<file path="src/rtl/fp_alu_driver.sv">
`default_nettype none
// ============================================================================
// Module      : fp_alu_driver
// Description : Command/response wrapper around a combinational fp_alu.
//               Latches operands, holds them on the ALU for SETTLE_CYCLES,
//               captures result and flags, and returns them on a valid/ready
//               response channel. Keeps sticky overflow/underflow flags and a
//               count of successful operations.
// Revision    : 1.0 - initial release
// ============================================================================
module fp_alu_driver #(
    parameter int SETTLE_CYCLES = 1,
    parameter int CNT_W         = 16
) (
    input  logic             clk,
    input  logic             rst,
    input  logic             cmd_valid,
    output logic             cmd_ready,
    input  logic [31:0]      cmd_a,
    input  logic [31:0]      cmd_b,
    input  logic [2:0]       cmd_selop,
    output logic [31:0]      alu_a,
    output logic [31:0]      alu_b,
    output logic [2:0]       alu_selop,
    input  logic [31:0]      alu_result,
    input  logic             alu_parity,
    input  logic             alu_overflow,
    input  logic             alu_underflow,
    output logic             rsp_valid,
    input  logic             rsp_ready,
    output logic [31:0]      rsp_result,
    output logic [2:0]       rsp_flags,
    output logic             rsp_err,
    input  logic             clr_sticky,
    output logic             sticky_ovf,
    output logic             sticky_unf,
    output logic [CNT_W-1:0] op_count
);

    localparam logic [1:0] S_IDLE  = 2'd0;
    localparam logic [1:0] S_DRIVE = 2'd1;
    localparam logic [1:0] S_RESP  = 2'd2;

    localparam logic [2:0] C_SEL_ILLEGAL = 3'b111;
    // Settle counter counts down to zero; zero marks the final DRIVE cycle.
    localparam logic [3:0] C_SETTLE_LOAD = 4'(SETTLE_CYCLES - 1);

    logic [1:0]       r_state;
    logic [3:0]       r_settle;
    logic [31:0]      r_a;
    logic [31:0]      r_b;
    logic [2:0]       r_selop;
    logic [31:0]      r_result;
    logic [2:0]       r_flags;
    logic             r_err;
    logic             r_sticky_ovf;
    logic             r_sticky_unf;
    logic [CNT_W-1:0] r_count;

    logic             w_capture;
    logic             w_rsp_fire;

    assign w_capture  = (r_state == S_DRIVE) && (r_settle == 4'd0);
    assign w_rsp_fire = (r_state == S_RESP) && rsp_ready;

    assign cmd_ready  = (r_state == S_IDLE);
    assign rsp_valid  = (r_state == S_RESP);
    assign alu_a      = r_a;
    assign alu_b      = r_b;
    assign alu_selop  = r_selop;
    assign rsp_result = r_result;
    assign rsp_flags  = r_flags;
    assign rsp_err    = r_err;
    assign sticky_ovf = r_sticky_ovf;
    assign sticky_unf = r_sticky_unf;
    assign op_count   = r_count;

    // Sequencer: accept command, hold operands during settle, capture, respond.
    always_ff @(posedge clk or posedge rst) begin
        if (rst) begin
            r_state  <= S_IDLE;
            r_settle <= 4'd0;
            r_a      <= 32'd0;
            r_b      <= 32'd0;
            r_selop  <= 3'd0;
            r_result <= 32'd0;
            r_flags  <= 3'd0;
            r_err    <= 1'b0;
        end else begin
            case (r_state)
                S_IDLE: begin
                    if (cmd_valid) begin
                        if (cmd_selop == C_SEL_ILLEGAL) begin
                            // Rejected command never reaches the ALU.
                            r_result <= 32'd0;
                            r_flags  <= 3'd0;
                            r_err    <= 1'b1;
                            r_state  <= S_RESP;
                        end else begin
                            r_a      <= cmd_a;
                            r_b      <= cmd_b;
                            r_selop  <= cmd_selop;
                            r_settle <= C_SETTLE_LOAD;
                            r_state  <= S_DRIVE;
                        end
                    end
                end
                S_DRIVE: begin
                    if (r_settle == 4'd0) begin
                        r_result <= alu_result;
                        r_flags  <= {alu_parity, alu_overflow, alu_underflow};
                        r_err    <= 1'b0;
                        r_state  <= S_RESP;
                    end else begin
                        r_settle <= r_settle - 4'd1;
                    end
                end
                S_RESP: begin
                    if (rsp_ready) begin
                        r_state <= S_IDLE;
                    end
                end
                default: r_state <= S_IDLE;
            endcase
        end
    end

    // Sticky flags: a capture that sees the flag wins over a same-cycle clear.
    always_ff @(posedge clk or posedge rst) begin
        if (rst) begin
            r_sticky_ovf <= 1'b0;
            r_sticky_unf <= 1'b0;
        end else begin
            if (w_capture && alu_overflow) begin
                r_sticky_ovf <= 1'b1;
            end else if (clr_sticky) begin
                r_sticky_ovf <= 1'b0;
            end
            if (w_capture && alu_underflow) begin
                r_sticky_unf <= 1'b1;
            end else if (clr_sticky) begin
                r_sticky_unf <= 1'b0;
            end
        end
    end

    // Completed-operation counter, advances on accepted non-error responses.
    always_ff @(posedge clk or posedge rst) begin
        if (rst) begin
            r_count <= '0;
        end else if (w_rsp_fire && !r_err) begin
            r_count <= r_count + CNT_W'(1);
        end
    end

endmodule
`default_nettype wire

</file>
<file path="config.mk">
export PLATFORM = sky130hd
export DESIGN_NAME = fp_alu_driver
export DESIGN_NICKNAME = d
export VERILOG_FILES = /design/src/rtl/fp_alu_driver.sv
export SDC_FILE = /design/constraint.sdc
export NUM_CORES = 1
export LEC_CHECK = 0
export CORE_MARGIN = 1
export CORE_UTILIZATION = 46
export CTS_BUF_LIST = sky130_fd_sc_hd__clkbuf_2 sky130_fd_sc_hd__clkbuf_4 sky130_fd_sc_hd__clkbuf_8
export DETAILED_ROUTE_END_ITERATION = 8
export PLACE_DENSITY_LB_ADDON = 0.15
export SYNTH_ARGS = -nofsm -noshare
export SYNTH_HDL_FRONTEND = slang
export SYNTH_SLANG_ARGS = --single-unit
</file>
<file path="constraint.sdc">
create_clock -name clk -period 9.2 [get_ports clk]
set_clock_uncertainty 0.1 [all_clocks]
set_input_delay 1.84 -clock clk [delete_from_list [all_inputs] [get_ports clk]]
set_output_delay 1.84 -clock clk [all_outputs]
set_load 0.05 [all_outputs]
</file>
==> results.json <==
{
  "outcome": "completed",
  "cts.sink_count": 127,
  "yosys.area_share.simple_pct": 4.66,
  "die_width_um": 105,
  "drc": 0,
  "crit_type": "flop to output pin",
  "worst_pin_slew_ns": 1.19,
  "cts_tree": "done",
  "port_buffers": 229,
  "cts_resized": 0,
  "grt-ovfl-total": 0,
  "cts_buffers": 17,
  "fp-row-count": 37,
  "muxShareOfSynthArea_pct": 15.8,
  "clock_path_buffers": 2,
  "synth_area_um2": 4910,
  "grt_busiest_layer": "met2",
  "nets": 672,
  "slew_viol_final": 0,
  "die_h_um": 105,
  "fillers": 662,
  "ctsRootBufferMaster": "clkbuf_8",
  "syn_area_per_cell_um2": 15.0,
  "dp_hpwl_um": 8580,
  "rrSetupSlack_ns": 6.87,
  "grt_pass1_vias": 3658,
  "pwr-share-clk_pct": 16.6,
  "dr.pass1.iters": 4,
  "dp_worst_setup_slack_ns": 5.11,
  "grt_max_degree": 83,
  "use_met3_pct": 8.53,
  "min_period_over_period_pct": 43.4,
  "hold_violations": 0,
  "synthAdderAreaFrac_pct": 0.765,
  "post_cts_buffers": 0,
  "slew_headroom_pct": 20.9,
  "holdPathStages": 1,
  "clk_pin_slew_worst_paths_ns": 0.08,
  "core_area_um2": 10300,
  "wl_um": 12200,
  "grt_pass1_wl_um": 19500,
  "synth_warnings": 0,
  "p_leak_nw": 3.36,
  "grtUsageTotal_pct": 23.2,
  "power_frac_comb_pct": 54.8,
  "io_pins": 230,
  "syn_inst": 328,
  "synth_area_leaders": "dfrtp_1 (65%), mux2_2 (16%), a22o_1 (5.0%)",
  "hold-path-endpoint": "op_count[15]$_DFFE_PP0P_",
  "finalWorstSetupSlack_ns": 5.20,
  "worstSetupEndpointType": "output pin",
  "syn2layout_area_growth_pct": 57.4,
  "worstPathMaxFanout": 7,
  "power.density_nw_per_um2": 422,
  "r2r_cells": 6,
  "cts_hold_buf": 0,
  "power.switching_mw": 1.47,
  "htreeDepth": 4,
  "routabilityCongestion": 0.800,
  "r2r-start": "r_settle[0]$_DFFE_PP0P_",
  "period_needed_ns": 4.00,
  "holdWs_ns": 0.381,
  "critPathRequiredTime_ns": 7.26,
  "min_from": "op_count[15]$_DFFE_PP0P_",
  "final_layout_size_suffix_gt1_share_pct": 19.8,
  "route.vias.total": 3578,
  "p_int_mw": 1.78,
  "grt_setup_unrepaired": "no",
  "ys_ff_latch": 127,
  "synth_compound_area_share_pct": 7.70,
  "ant_nets": 0,
  "drt-initial-drc-count": 122,
  "setup_tns_ns": 0,
  "hp-class": "flop to flop",
  "netlist-cell-type-count": 30,
  "setup_violations": 0,
  "start_util_pct": 47.6,
  "die_area_um2": 11100,
  "r2r-end": "r_state[1]$_DFFE_PP0P_",
  "fmax_mhz": 250,
  "synth_xor_area_share_pct": 2.85,
  "seqPwrFrac_pct": 28.5,
  "vias_per_cell": 5.03,
  "clock_latency_ns": 0.43,
  "antennaDiodeCount": 0,
  "maxCapViolations": 0,
  "ir_worst_vdd_uv": 245,
  "p_sw_share_pct": 45.2,
  "grt_use_met2_pct": 38.5,
  "grt.met1_usage_pct": 28.1,
  "cp.arrival_ns": 2.06,
  "synth_top_family_by_area": "multiplexers",
  "critPathLaunchType": "flop",
  "post_drt_wl_per_cell_um": 17.2,
  "yosysTopAreaCellShare_pct": 64.7,
  "synth_fp_nets": 438,
  "antenna_found_initial": 0,
  "synth_largest_area_cell": "dfrtp_1",
  "seq_area_frac_synth_pct": 64.7
}
synth_stat cells, drive strengths merged:
master  count
o21a        1
a21o        1
nand2       7
nand3       5
nand2b      3
nor2        9
a21oi       4
and3        2
and4        2
nand4       6
inv        10
nor3        3
buf        16
mux2       68
ha          3
o21ai       3
a22o       35
xor2        7
mux2i       1
xnor2       9
nor3b       1
and4bb      1
dfrtp     127
or3b        2
o22ai       2
routing by layer:
metal  up-vias  share of wire [%]
met5         -                  0
met4         0                1.6
met3        13                7.2
met2       150                 50
met1      1777                 41
li1       1638                  -
how the worst max path moves through the flow:
stage          depth (start not counted)                          to  slack, ns                    from
3_5_place_dp                           5  rsp_result[26]$_DFFE_PP0P_       5.11            cmd_selop[2]
5_1_grt                                2                   cmd_ready       5.10  r_state[0]$_DFFE_PP0P_
6_report                               2                   cmd_ready       5.20  r_state[0]$_DFFE_PP0P_
4_1_cts                                2                   cmd_ready       5.16  r_state[0]$_DFFE_PP0P_
3_3_place_gp                           5  rsp_result[31]$_DFFE_PP0P_       5.18            cmd_selop[1]
2_1_floorplan                          1        alu_a[0]$_DFFE_PP0P_       3.88                     rst
power groups by stage:
stage / Sequential [mW] / Clock, mW / Combinational [mW]
final: 0.930 / 0.542 / 1.79
after global placement: 0.928 / 0 / 1.77
after detailed placement: 0.939 / 0 / 1.79
after floorplan: 1.72 / 0 / 0.423
after CTS: 0.930 / 0.555 / 1.80
after global routing: 0.961 / 0.579 / 1.86
sequential cells by signal, indices dropped and copies added, names as in the netlist:
name and flops:
alu_selop 3, r_state 2, r_settle 4, rsp_err 1, op_count 16, rsp_flags 3
sticky_unf 1, sticky_ovf 1, rsp_result 32, alu_a 32, alu_b 32
area by class of cell:
cell class	instances	area (µm²)	area share, %
repair buffers	231	2310	29.9
clock buffers	20	275	3.56
multi-input cells	175	1580	20.4
well taps	136	170	2.20
clock inverters	12	183	2.36
inverters	10	40.0	0.518
flip-flops and latches	127	3180	41.1
cell usage in the layout, fill, tap and decap left out:
cell	n
nand3_2	1
a21oi_1	4
nand2_1	7
or3b_1	2
xor2_1	7
xnor2_1	9
nor3b_1	1
a21o_1	1
dfrtp_1	127
o21ai_0	3
inv_6	1
and4bb_2	1
o22ai_1	2
nand4_1	6
mux2i_1	1
bufinv_16	4
mux2_2	68
ha_1	3
nand2b_1	3
clkdlybuf4s50_1	229
nand3_4	1
a22o_2	7
buf_4	2
nor2_1	8
and3_1	2
clkinvlp_4	3
a22o_1	28
inv_1	9
clkbuf_8	20
clkinv_4	3
clkinv_2	1
inv_4	1
o21a_1	1
nor2_2	1
nand3_1	3
nor3_1	3
and4_1	2
logic make-up after synthesis:
| family | count (synthesis) |
|---|---|
| AOI/OAI and AO/OA | 46 |
| xor gates and xnor gates | 16 |
| adders and majority gates | 3 |
| buffers and inverters | 26 |
| DFF | 127 |
| muxes | 69 |
| and+or+nand+nor | 41 |
metrics by stage:
step | util [%] | power [mW] | cell area [µm²] | std cells
5_1_grt | 74.9 | 3.40 | 7730 | 711
3_3_place_gp | 70.4 | 2.70 | 7270 | 679
4_1_cts | 74.9 | 3.29 | 7730 | 711
6_report | 74.9 | 3.26 | 7730 | 711
2_1_floorplan | - | 2.14 | 4910 | 328
3_5_place_dp | 70.4 | 2.73 | 7270 | 679
worst max-delay path, cell delays in order, from the launching register on:
cell,delay [ns]
dfrtp_1,0.44
nor2_1,0.29
clkdlybuf4s50_1,0.89
No activity file was read; power rests on OpenSTA's default activity.
